### config.mk
export PLATFORM = sky130hd
export DESIGN_NAME = mem_bus_ctrl
export DESIGN_NICKNAME = d
export VERILOG_FILES = /design/src/rtl/mem_bus_ctrl.sv
export SDC_FILE = /design/constraint.sdc
export NUM_CORES = 1
export LEC_CHECK = 0
export ABC_CLOCK_PERIOD_IN_PS = 5600
export CAP_MARGIN = 20
export CORE_MARGIN = 2
export CORE_UTILIZATION = 45
export DETAILED_ROUTE_END_ITERATION = 12
export PLACE_DENSITY = 0.94
export SYNTH_ARGS = -nofsm -noshare
export SYNTH_HDL_FRONTEND = slang
export SYNTH_SLANG_ARGS = --single-unit
### constraint.sdc
create_clock -name clk -period 5.6 [get_ports clk]
set_input_delay 1.12 -clock clk [delete_from_list [all_inputs] [get_ports clk]]
set_output_delay 1.12 -clock clk [all_outputs]
set_load 0.02 [all_outputs]
### src/rtl/mem_bus_ctrl.sv
// mem_bus_ctrl: two-port round-robin controller for the multiplexed
// 20-bit address / 16-bit data external pin bus.
//
// Ports:
//   clk, rst_n            clock, async active-low reset
//   req/we/addr/wdata 0,1 fetch (0) and data (1) request ports
//   ack0, ack1            one-cycle completion pulses (RECOV)
//   rdata                 last read data, held until next read
//   busy                  controller not in IDLE
//   ad_out, ad_oe, ad_in  multiplexed pin bus
//   ale, oe, we, pio      latch enable, xcvr OE_n, write strobe/DIR,
//                         chip-select decoder enable
module mem_bus_ctrl #(
    parameter int WAIT_STATES = 1
) (
    input  logic        clk,
    input  logic        rst_n,
    input  logic        req0,
    input  logic        req1,
    input  logic        we0,
    input  logic        we1,
    input  logic [19:0] addr0,
    input  logic [19:0] addr1,
    input  logic [15:0] wdata0,
    input  logic [15:0] wdata1,
    output logic        ack0,
    output logic        ack1,
    output logic [15:0] rdata,
    output logic        busy,
    output logic [19:0] ad_out,
    output logic        ad_oe,
    input  logic [15:0] ad_in,
    output logic        ale,
    output logic        oe,
    output logic        we,
    output logic        pio
);

    localparam logic [3:0] LP_WS = 4'(WAIT_STATES);

    typedef enum logic [2:0] {
        S_IDLE,
        S_ADDR,
        S_HOLD,
        S_DATA,
        S_RECOV
    } state_t;

    state_t      r_state;
    state_t      w_next;
    logic        r_last;
    logic        r_gnt;
    logic        r_we;
    logic [19:0] r_addr;
    logic [15:0] r_wdata;
    logic [15:0] r_rdata;
    logic [3:0]  r_wcnt;

    logic        w_req0;
    logic        w_req1;
    logic        w_any;
    logic        w_pick;
    logic        w_grant;
    logic        w_last_data;
    logic [19:0] w_wr_bus;

    // A port being acked this cycle must not re-win on its stale req.
    assign w_req0 = req0 & ~ack0;
    assign w_req1 = req1 & ~ack1;
    assign w_any  = w_req0 | w_req1;

    // On a tie the port that was not last granted wins.
    assign w_pick = (w_req0 & w_req1) ? ~r_last : w_req1;

    assign w_grant = w_any &
                     ((r_state == S_IDLE) | (r_state == S_RECOV));

    assign w_last_data = (r_state == S_DATA) & (r_wcnt == LP_WS);

    assign w_wr_bus = {r_addr[19:16], r_wdata};

    always_ff @(posedge clk or negedge rst_n) begin
        if (!rst_n) begin
            r_state <= S_IDLE;
            r_last  <= 1'b1;
            r_gnt   <= 1'b0;
            r_we    <= 1'b0;
            r_addr  <= '0;
            r_wdata <= '0;
            r_rdata <= '0;
            r_wcnt  <= '0;
        end else begin
            r_state <= w_next;
            if (w_grant) begin
                r_gnt   <= w_pick;
                r_last  <= w_pick;
                r_we    <= w_pick ? we1 : we0;
                r_addr  <= w_pick ? addr1 : addr0;
                r_wdata <= w_pick ? wdata1 : wdata0;
            end
            if (r_state == S_DATA) begin
                r_wcnt <= w_last_data ? 4'd0 : r_wcnt + 4'd1;
            end
            if (w_last_data && !r_we) begin
                r_rdata <= ad_in;
            end
        end
    end

    always_comb begin
        w_next = r_state;
        case (r_state)
            S_IDLE:  if (w_any) w_next = S_ADDR;
            S_ADDR:  w_next = S_HOLD;
            S_HOLD:  w_next = S_DATA;
            S_DATA:  if (w_last_data) w_next = S_RECOV;
            S_RECOV: w_next = w_any ? S_ADDR : S_IDLE;
            default: w_next = S_IDLE;
        endcase
    end

    always_comb begin
        ale    = 1'b0;
        oe     = 1'b1;
        we     = 1'b1;
        pio    = 1'b0;
        ad_oe  = 1'b0;
        ad_out = '0;
        ack0   = 1'b0;
        ack1   = 1'b0;
        case (r_state)
            S_ADDR: begin
                ale    = 1'b1;
                pio    = 1'b1;
                ad_oe  = 1'b1;
                ad_out = r_addr;
            end
            S_HOLD: begin
                pio    = 1'b1;
                ad_oe  = 1'b1;
                ad_out = r_addr;
            end
            S_DATA: begin
                oe  = 1'b0;
                pio = 1'b1;
                if (r_we) begin
                    we     = 1'b0;
                    ad_oe  = 1'b1;
                    ad_out = w_wr_bus;
                end
            end
            S_RECOV: begin
                ack0 = ~r_gnt;
                ack1 = r_gnt;
                // Keep write data on the pins past the rising edge of we.
                if (r_we) begin
                    ad_oe  = 1'b1;
                    ad_out = w_wr_bus;
                end
            end
            default: ;
        endcase
    end

    assign rdata = r_rdata;
    assign busy  = (r_state != S_IDLE);

endmodule

==> impl_metrics.prom <==
# TYPE chip_impl_metric gauge
chip_impl_info{name="status",value="finished, final reports clean"} 1
chip_impl_metric{name="achievable-frequency",unit="MHz"} 274
chip_impl_metric{name="detailedRoute.firstIterationViolations",unit=""} 148
chip_impl_metric{name="initial_core_util",unit="%"} 45.9
chip_impl_metric{name="arrival",unit="ps"} 2540
chip_impl_metric{name="seq_area",unit="sq um"} 1550
chip_impl_metric{name="skew",unit="ps"} 10.2
chip_impl_metric{name="via_count",unit=""} 2800
chip_impl_metric{name="worst-endpoint-required",unit="ps"} 4480
chip_impl_metric{name="fp.dieArea",unit="sq um"} 7530
chip_impl_metric{name="worstSkewPairLatency",unit="ps"} 330
chip_impl_metric{name="maxCapViolations",unit=""} 0
chip_impl_metric{name="netlist-cell-type-count",unit=""} 39
chip_impl_metric{name="worst_slew_pin_slew",unit="ps"} 899
chip_impl_metric{name="firstDrtPassIters",unit=""} 5
chip_impl_metric{name="floorplan.rows",unit=""} 30
chip_impl_metric{name="hold_bufs_at_cts",unit=""} 0
chip_impl_info{name="synth_largest_area_cell",value="dfrtp_1"} 1
chip_impl_metric{name="finalHoldViolCount",unit=""} 0
chip_impl_metric{name="final_nets",unit=""} 541
chip_impl_metric{name="boundaryPins",unit=""} 138
chip_impl_metric{name="portBuffers",unit=""} 137
chip_impl_info{name="cts_tree",value="built"} 1
chip_impl_metric{name="ys.warnings.count",unit=""} 0
chip_impl_metric{name="min_delay_path_depth",unit=""} 1
chip_impl_metric{name="synth_area",unit="sq um"} 3080
chip_impl_metric{name="routedWlPerCell",unit="microns"} 15.1
chip_impl_metric{name="final-max-slew-violation-count",unit=""} 0
chip_impl_metric{name="drt_wl_total",unit="microns"} 7980
chip_impl_metric{name="post_route_cells_drive_above_1_share",unit="%"} 10.7
chip_impl_metric{name="overall_fraction_of_global_route_tracks_in_use",unit="%"} 21.8
chip_impl_metric{name="avgViaCountPerCell",unit=""} 5.28
chip_impl_metric{name="postSynth.asyncResetShare",unit="%"} 100
chip_impl_metric{name="placeableCoreArea",unit="sq um"} 6720
chip_impl_info{name="start_kind",value="flop"} 1
chip_impl_metric{name="worst_path_largest_cell_delay",unit="ps"} 620
chip_impl_metric{name="max_slew_margin",unit="%"} 39.9
chip_impl_metric{name="stdcell_count",unit=""} 530
chip_impl_metric{name="flop_and_latch_count_out_of_synthesis",unit=""} 62
chip_impl_metric{name="setup_viol",unit=""} 0
chip_impl_info{name="clock-root-buffer",value="clkbuf_8"} 1
chip_impl_info{name="min-delay-path-class",value="reg -> reg"} 1
chip_impl_metric{name="ir_drop",unit="mV"} 0.344
chip_impl_metric{name="grt_pass1_vias",unit=""} 2722
chip_impl_info{name="rsz0062_at_grt",value="false"} 1
chip_impl_info{name="synthTopCellsByArea",value="dfrtp_1 50%, nand2_1 9.9%, a31oi_1 7.7%"} 1
chip_impl_metric{name="postSynthCellCount",unit=""} 315
chip_impl_metric{name="diodes",unit=""} 0
chip_impl_info{name="setup.worst_path.class",value="reg -> out"} 1
chip_impl_metric{name="synth_area_per_cell",unit="sq um"} 9.78
chip_impl_metric{name="timing.final.crit_share",unit="%"} 65.3
chip_impl_metric{name="synth_seq_area_share",unit="%"} 50.4
chip_impl_metric{name="htreeDepth",unit=""} 3
chip_impl_metric{name="gpl.final_weighted_congestion",unit=""} 0.793
chip_impl_metric{name="cp_max_fo",unit=""} 16
chip_impl_metric{name="area.growth.synth_to_final",unit="%"} 51.0
chip_impl_metric{name="leakagePower",unit="uW"} 0.00195
chip_impl_metric{name="detail-route-antenna-nets",unit=""} 0
chip_impl_metric{name="worst_setup_hold_path_clk_slew",unit="ps"} 70
chip_impl_metric{name="r2r.worst_path.cells",unit=""} 4
chip_impl_info{name="critPathSlowestCell",value="clkdlybuf4s50_1"} 1
chip_impl_metric{name="synthDominantCellAreaShare",unit="%"} 49.5
chip_impl_metric{name="cts-root-to-sink-buffers",unit=""} 2
chip_impl_metric{name="drc",unit=""} 0
chip_impl_info{name="ys.flop_type",value="dfrtp_1"} 1
chip_impl_info{name="critical_path.endpoint_type",value="output pin"} 1
chip_impl_metric{name="placedCellCount",unit=""} 514
chip_impl_metric{name="dieWidth",unit="microns"} 86.8
chip_impl_metric{name="overflow",unit=""} 0
chip_impl_metric{name="tritoncts_num_sinks",unit=""} 62
chip_impl_metric{name="initial_antenna_violation_count",unit=""} 0
chip_impl_metric{name="first_pass_grt_wire_length",unit="microns"} 12800
chip_impl_metric{name="cts-resized-gates",unit=""} 0
chip_impl_metric{name="power.density_cell_area",unit="nW/um^2"} 606
chip_impl_metric{name="setup-tns-final",unit="ps"} 0
chip_impl_metric{name="multi_input_area",unit="sq um"} 1360
chip_impl_metric{name="post-route-min-period",unit="ps"} 3660
chip_impl_info{name="cp_cell_sequence",value="and3b_1 -> a21oi_1 -> nor2b_1 -> buf_4 -> a22o_1 -> clkdlybuf4s50_1"} 1
chip_impl_metric{name="grt_start_max_net_pins",unit=""} 78
chip_impl_metric{name="number_of_buffers_created_by_cts",unit=""} 9
chip_impl_metric{name="post-dp-hpwl",unit="microns"} 5600
chip_impl_metric{name="die_h",unit="microns"} 86.8
chip_impl_metric{name="nFillCells",unit=""} 514
chip_impl_metric{name="post_cts.repair.setup_buffers",unit=""} 0
chip_impl_metric{name="synth_edf_count",unit=""} 0
chip_impl_metric{name="postSynthNetCount",unit=""} 411
## cell families (layout without fill, tap and decap cells)
group / Yosys count / count (layout) / synth area share (%)
AO/OA/AOI/OAI: 64 / 64 / 15.1
XOR/XNOR: 3 / 3 / 0.853
adder cells (fa/ha/maj): 2 / 2 / 0.812
buffers and inverters: 26 / 161 / 5.44
flip-flops: 62 / 62 / 50.4
multiplexers: 19 / 19 / 8.16
AND/OR/NAND/NOR: 139 / 139 / 19.2
## cells in the mapped netlist, types with 2 or more instances
library cell / number
buf_6: 4
ha_1: 2
buf_2: 5
mux2_2: 9
a31oi_1: 38
nand2_1: 81
inv_1: 2
xnor2_1: 2
a22o_1: 16
mux2_4: 10
nor2_1: 44
and2_1: 4
buf_4: 4
clkbuf_1: 9
dfrtp_1: 61
## final cells by class
type                            count  share of cell area [%]
Clock buffer                        9                    2.66
Clock inverter                      7                    2.10
Inverter                            3                   0.296
Multi-Input combinational cell    227                    29.3
Sequential cell                    62                    33.4
Tap cell                           80                    2.15
Timing Repair Buffer              142                    30.2
## per-stage QoR
stage               utilization, %  setup WS, ps  hold WS (ps)  cell area (sq um)  total power, uW
finish                        69.3          1940           483               4650             2820
global route                  69.3          1800           506               4650             3000
CTS                           69.3          1950           490               4650             2840
detailed placement            66.0          2350           476               4430             2390
global placement              66.0          2400           463               4430             2350
floorplan                        -          2970           446               3080             1720
## report_power, final
group          total (uW)  switching [uW]  internal [uW]  leakage, uW
Sequential            841             168            674     0.000718
Combinational        1550             759            787      0.00113
Clock                 434             182            252     0.000106
## placed cells by master (no fill, tap or decap), types with 2 or more instances in the layout
| cell type | count |
|---|---|
| mux2_2 | 9 |
| a22o_1 | 16 |
| a31oi_1 | 38 |
| bufinv_16 | 2 |
| xnor2_1 | 2 |
| inv_1 | 2 |
| and2_1 | 4 |
| dfrtp_1 | 61 |
| clkdlybuf4s50_1 | 136 |
| nor2_1 | 44 |
| nand2_1 | 81 |
| clkbuf_8 | 9 |
| buf_4 | 5 |
| ha_1 | 2 |
| clkinvlp_4 | 2 |
| mux2_4 | 10 |
## worst paths after layout
| path | startpoint | to | slack (ps) |
|---|---|---|---|
| worst max-delay path | r_state[2] | ad_out[14] | 1940 |
| worst min-delay path | r_wcnt[3] | r_wcnt[3] | 480 |
| worst max register to register | r_state[2] | rdata[6] | 3290 |
| worst min register to register | r_wcnt[3] | r_wcnt[3] | 480 |
| max in group asynchronous | rst_n | r_wdata[10] | 4150 |
| min in group asynchronous | rst_n | r_addr[7] | 930 |
## registers in the layout, summed over array words and instances, names as in the netlist
signal and flops:
r_wcnt 4, r_addr 20, r_state 3, r_gnt 1, rdata 16, r_wdata 16
r_we 1, r_last 1
## layer usage
metal | global-route usage [%] | part of all wire (%) | vias to the layer above
met5 | 0 | 0 | -
met4 | 10.4 | 2.4 | 0
met3 | 6.48 | 8.4 | 19
met2 | 34.3 | 48 | 128
met1 | 27.7 | 42 | 1308
li1 | - | - | 1345
## critical path, delay by kind of cell, from the launching register on
kind	cells	cell delay [ps]
AO/OA/AOI/OAI	2	250
buffers and inverters	2	880
flip-flops	1	510
AND/OR/NAND/NOR	2	570
Power figures use the tool's default switching activity.
==> RTL change 1: new RTL, same settings <==
Re-encode `state_t` (5 states) as one-hot, 5 bits wide.
--- a/src/rtl/mem_bus_ctrl.sv
+++ b/src/rtl/mem_bus_ctrl.sv
@@ -40,8 +40,8 @@
 
-    typedef enum logic [2:0] {
-        S_IDLE,
-        S_ADDR,
-        S_HOLD,
-        S_DATA,
-        S_RECOV
+    typedef enum logic [4:0] {
+        S_IDLE  = 5'b00001,
+        S_ADDR  = 5'b00010,
+        S_HOLD  = 5'b00100,
+        S_DATA  = 5'b01000,
+        S_RECOV = 5'b10000
     } state_t;
Behaviour: same outputs for any inputs over 10 cycles, from zero or initial values and one cycle with rst_n low; not proved beyond that.
==> RTL change 1 against the unedited design <==
- area after synthesis grew 10%
- cell area grew 6.7%
- count of clock-buffer cells in the layout grew 3
- setup slack lost 610 ps
- critical path depth shrank 1
- power shrank 21%
- wire length grew 48%
- sequential cell count grew 2
==> RTL change 1: results (changes against the unedited design) <==
- The flow ran to the end, and the final reports show no timing, DRC or antenna violations.
- The number of vias in the routed layout is 3478 (+24%).
- The async set or reset register ratio after synthesis is 100% (unchanged).
- The largest voltage drop on the vdd net is 202 uV (-41%).
- The post-synth net total is 446 (+8.5%).
- The instance count after placement with tap cells included is 552 (+7.4%).
- The worst register-to-register path ends at r_addr[19].
- The worst reg-to-reg path cell count is 5 (+1).
- The peak fanout along the critical path is 17 (+1).
- The largest stage delay on the critical path is 720 ps (+100 ps).
- The count of cell types in the netlist is 37 (-5.1%).
- The length of the first detailed-routing pass in iterations was 6 (+1).
- The share of post-route cells with drive strength above 1 came to 11.1% (+0.42 points).
- The setup slack after layout is 1330 ps (-611 ps).
- The source-to-sink clock delay at the later pin of the worst-skew pair came to 350 ps (+20 ps).
- The global routing usage summed across all routing layers is 28.6% (+6.8 points).
- The end of the critical path is ad_out[19].
- The first-iteration detailed-routing DRC count is 391 (+160%).
- The data arrival time at the worst-slack endpoint was 3150 ps (+610 ps).
- The placement-stage worst setup slack is 1730 ps (-619 ps).
- The CTS clock-pin slew for the worst setup and hold paths is 70 ps (about the same).
- The average routed wire per standard cell was 20.8 um (+38%).
- The average footprint of a synthesized cell is 9.71 sq um (-0.76%).
- After synthesis, the cell types taking the most area are dfrtp_1 (46%), a31oi_1 (14%), mux2_2 (5.6%).
- The wire length of the first global-routing pass is 18400 um (+44%).
- The standard cell with the maximum stage delay on the critical path is and3_1.
- The static leakage is 0.00197 uW (+0.61%).
- The detailed placer's ending HPWL is 8120 um (+45%).
- The maximum number of pins on one net before global-route repair is 65 (-17%).
- The instance area at placement is 4780 sq um (+8.0%).
- The proportion of synthesized chip area in sequential cells came to 47.2% (-3.2 points).
- The detailed-route wire length is 11800 um (+48%).
- The final setup skew is 8.57 ps (-1.66 ps).
- The actual transition at the worst max-transition pin is 798 ps (-101 ps).
- CTS placed an instance of clkbuf_8 at the clock tree root.
==> RTL change 1: cell count changes after synthesis, moves of 10 or more <==
cell,change
clkbuf_1,+20
nand2_1,-78
o21ai_0,+37
nand3_1,+38
a31oi_1,+36
nor2_1,-36
mux2_4,-10
==> RTL change 1: critical path: cells and delay by family (launching register included) <==
family | cells | cell delay (ps)
buf+inv | 1 | 600
flops | 1 | 450
simple gates | 4 | 1740
==> RTL change 1: how the worst min path moves through the flow <==
stage	from	end	slack, ps	cells past startpoint
after floorplan	r_wcnt[3]	r_wcnt[3]	470	1
after global placement	rdata[1]	rdata[1]	490	1
after detailed placement	rdata[6]	rdata[6]	500	1
after CTS	rdata[6]	rdata[6]	510	1
after global routing	rdata[6]	rdata[6]	530	1
final	rdata[6]	rdata[6]	510	1
==> RTL change 1: per-layer routing <==
metal  vias to the layer above  track usage (%)  wire [um]  part of all wire (%)
li1                       1556                -          -                     -
met4                         0             15.8        570                   4.8
met5                         -                0          0                     0
met1                      1641             33.1       4320                    37
met3                        42             9.10       1090                   9.2
met2                       239             47.0       5830                    49
==> RTL change 1: cells by family after synthesis <==
| logic type | Yosys count | share of synthesized area (%) |
|---|---|---|
| compound gates | 138 | 25.4 |
| xor+xnor | 4 | 1.03 |
| fa+ha+maj | 2 | 0.736 |
| buf+inv | 48 | 7.07 |
| flops | 64 | 47.2 |
| mux | 17 | 5.63 |
| simple gates | 77 | 13.0 |
==> RTL change 1: area by class of cell <==
type	count	area, sq um
Inverter	6	22.5
Sequential cell	64	1600
Multi-Input combinational cell	238	1580
Clock inverter	4	45.0
Clock buffer	12	135
Tap cell	99	124
Timing Repair Buffer	145	1450
Fill cell	567	2330
==> RTL change 1: report_power, final <==
group	switching, uW	total, uW	internal, uW
clock	174	377	204
combinational	566	1020	457
sequential	168	817	649
==> RTL change 2: new RTL, same flow settings <==
Made on the original files. Reset style: synchronous (`rst_n`), changed in one clocked block. Comments in the files are not updated.
--- a/src/rtl/mem_bus_ctrl.sv
+++ b/src/rtl/mem_bus_ctrl.sv
@@ -81,3 +81,3 @@
 
-    always_ff @(posedge clk or negedge rst_n) begin
+    always_ff @(posedge clk) begin
         if (!rst_n) begin
Behaviour: differs if rst_n is asserted again (counterexample within 4 cycles, from zero or initial values and one cycle with rst_n low); with rst_n held inactive, the same outputs for 10 cycles.
==> RTL change 2 against the unedited design <==
- sequential cell count is the same
- setup slack worse by 560 ps
- wire length up 8.3%
- first-iteration DRC count is 8.1% higher
- cell area is 4.5% lower
- core utilization increased by 2.0 points
- fmax is 13% lower
- final cell count increased by 6.2%
- area after synthesis down 7.1%
- highest routed layer unchanged
Power is not compared: it rests on default switching activity, and its combinational part moved more than twofold at a synthesized area within 25%.
==> RTL change 2: results (changes against the unedited design) <==
- The flow ran to the end, and the final reports show no timing, DRC or antenna violations.
- The number of antenna violations at the first check in global routing was 0 (unchanged).
- The length of the first detailed-routing pass in iterations is 4 (-1).
- The synthesis warning total is 0 (unchanged).
- The number of global-route vias before repair came to 2967 (+9.0%).
- The async set or reset register ratio after synthesis was 0% (-100 points).
- The placer's final routability congestion estimate was 0.869 (+9.6%).
- The power of the clock network is 453 uW.
- The worst reg-to-reg path cell count is 5 (+1).
- The detailed-route wire length is 8650 um (+8.3%).
- The peak fanout along the critical path is 17 (+1).
- Counting instances in the post-synthesis netlist gives the leading cell types as nand2_1 (112), dfxtp_1 (62), o21ai_0 (38), a31oi_1 (37).
- The data arrival time at the worst-slack endpoint was 3090 ps (+550 ps).
- The global routing usage summed across all routing layers is 24.2% (+2.3 points).
- The number of CTS-inserted buffers is 9 (unchanged).
- The count of buffers from port buffering came to 137 (unchanged).
- The max-slew headroom at the worst pin is 39.3% (-0.59 points).
- Cell internal power was estimated by the tool at 1140 uW.
- The detailed placer's ending HPWL came to 6070 um (+8.4%).
- The number of nets at the end of the flow is 577 (+6.7%).
- The largest voltage drop on the vdd net is 219 uV.
- The number of vias in the routed layout came to 3015 (+7.7%).
- The minimum hold slack is 451 ps (-32.3 ps).
- The worst reg2reg path endpoint is r_wdata[7].
- The post-synth net total is 456 (+11%).
- Sorting the synthesized cells by area gives the leading types as dfxtp_1 (43%), nand2_1 (15%), a31oi_1 (8.1%).
- The number of cells on the worst hold path is 2 (+1).
- In this run the most critical hold path is launched from rdata[10].
- The top flip-flop cell by instance count after synthesis is dfxtp_1.
- The buffers inserted during post-CTS setup optimization was 0 (unchanged).
- The most frequent cell after synthesis is nand2_1.
- The setup slack of the most critical reg-to-reg path is 3350 ps (+60 ps).
- The share of post-route cells with drive strength above 1 is 5.97% (-4.7 points).
- The average footprint of a synthesized cell is 7.95 sq um (-19%).
- The tightest min-delay check is of the register to register type.
- The CTS clock-pin slew for the worst setup and hold paths is 70 ps (about the same).
- The maximum number of pins on one net before global-route repair is 79 (+1.3%).
- The final instance count without filler cells was 563 (+6.2%).
- The count of cell types in the netlist is 37 (-5.1%).
- The instance count after placement with tap cells included is 547 (+6.4%).
- The critical register-to-register path startpoint is r_state[2].
- The wire length of the first global-routing pass was 13800 um (+7.4%).
- The path with the worst hold slack has its endpoint at rdata[10].
- The proportion of synthesized chip area in sequential cells came to 43.4% (-7.0 points).
- The total inserted antenna cells was 0 (unchanged).
- The final setup skew is 7.22 ps (-3.00 ps).
- The first-iteration detailed-routing DRC count is 160 (+8.1%).
- The source-to-sink clock delay at the later pin of the worst-skew pair came to 330 ps (about the same).
-- RTL change 2: worst max-delay path, stage by stage (launching register included) --
cell	delay (ps)
dfxtp_1	510
and3b_1	350
inv_2	110
a21boi_2	720
or2_2	300
and2_1	150
clkdlybuf4s50_1	620
-- RTL change 2: per-layer routing --
layer | GRT usage (%) | part of all wire (%) | vias to the layer above
met1 | 27.5 | 43 | 1389
met4 | 9.97 | 2.0 | 0
met3 | 6.13 | 6.8 | 14
li1 | - | - | 1495
met2 | 42.8 | 49 | 117
met5 | 0 | 0 | -
-- RTL change 2: logic make-up after synthesis --
kind of cell	share of synthesized area, %
xor gates and xnor gates	0.612
DFF	43.4
adders and majority gates	0.874
buffers and inverters	5.82
and+or+nand+nor	21.5
AOI/OAI and AO/OA	27.5
muxes	0.350
-- RTL change 2: metrics by stage --
step	worst slack (ps)	cell area (sq um)
floorplan	2860	2860
global placement	1870	4210
detailed placement	1730	4210
CTS	1350	4440
global route	1210	4440
finish	1390	4440
-- RTL change 2: layout make-up --
type | count | area (sq um)
multi-input cells | 264 | 1470
clock inverters | 3 | 65.1
fillers | 491 | 1800
inverters | 3 | 11.3
well taps | 77 | 96.3
flip-flops and latches | 62 | 1240
clock buffers | 13 | 169
repair buffers | 141 | 1400
-- RTL change 2: worst max-delay path by stage --
stage / start / to / slack (ps) / depth (start not counted)
2_1_floorplan: r_state[1] / ad_out[16] / 2860 / 7
3_3_place_gp: r_state[1] / ad_out[16] / 1870 / 6
3_5_place_dp: r_state[0] / ad_out[16] / 1730 / 6
4_1_cts: r_state[1] / ad_out[16] / 1350 / 6
5_1_grt: r_state[1] / ad_out[16] / 1210 / 6
6_report: r_state[0] / ad_out[16] / 1390 / 6
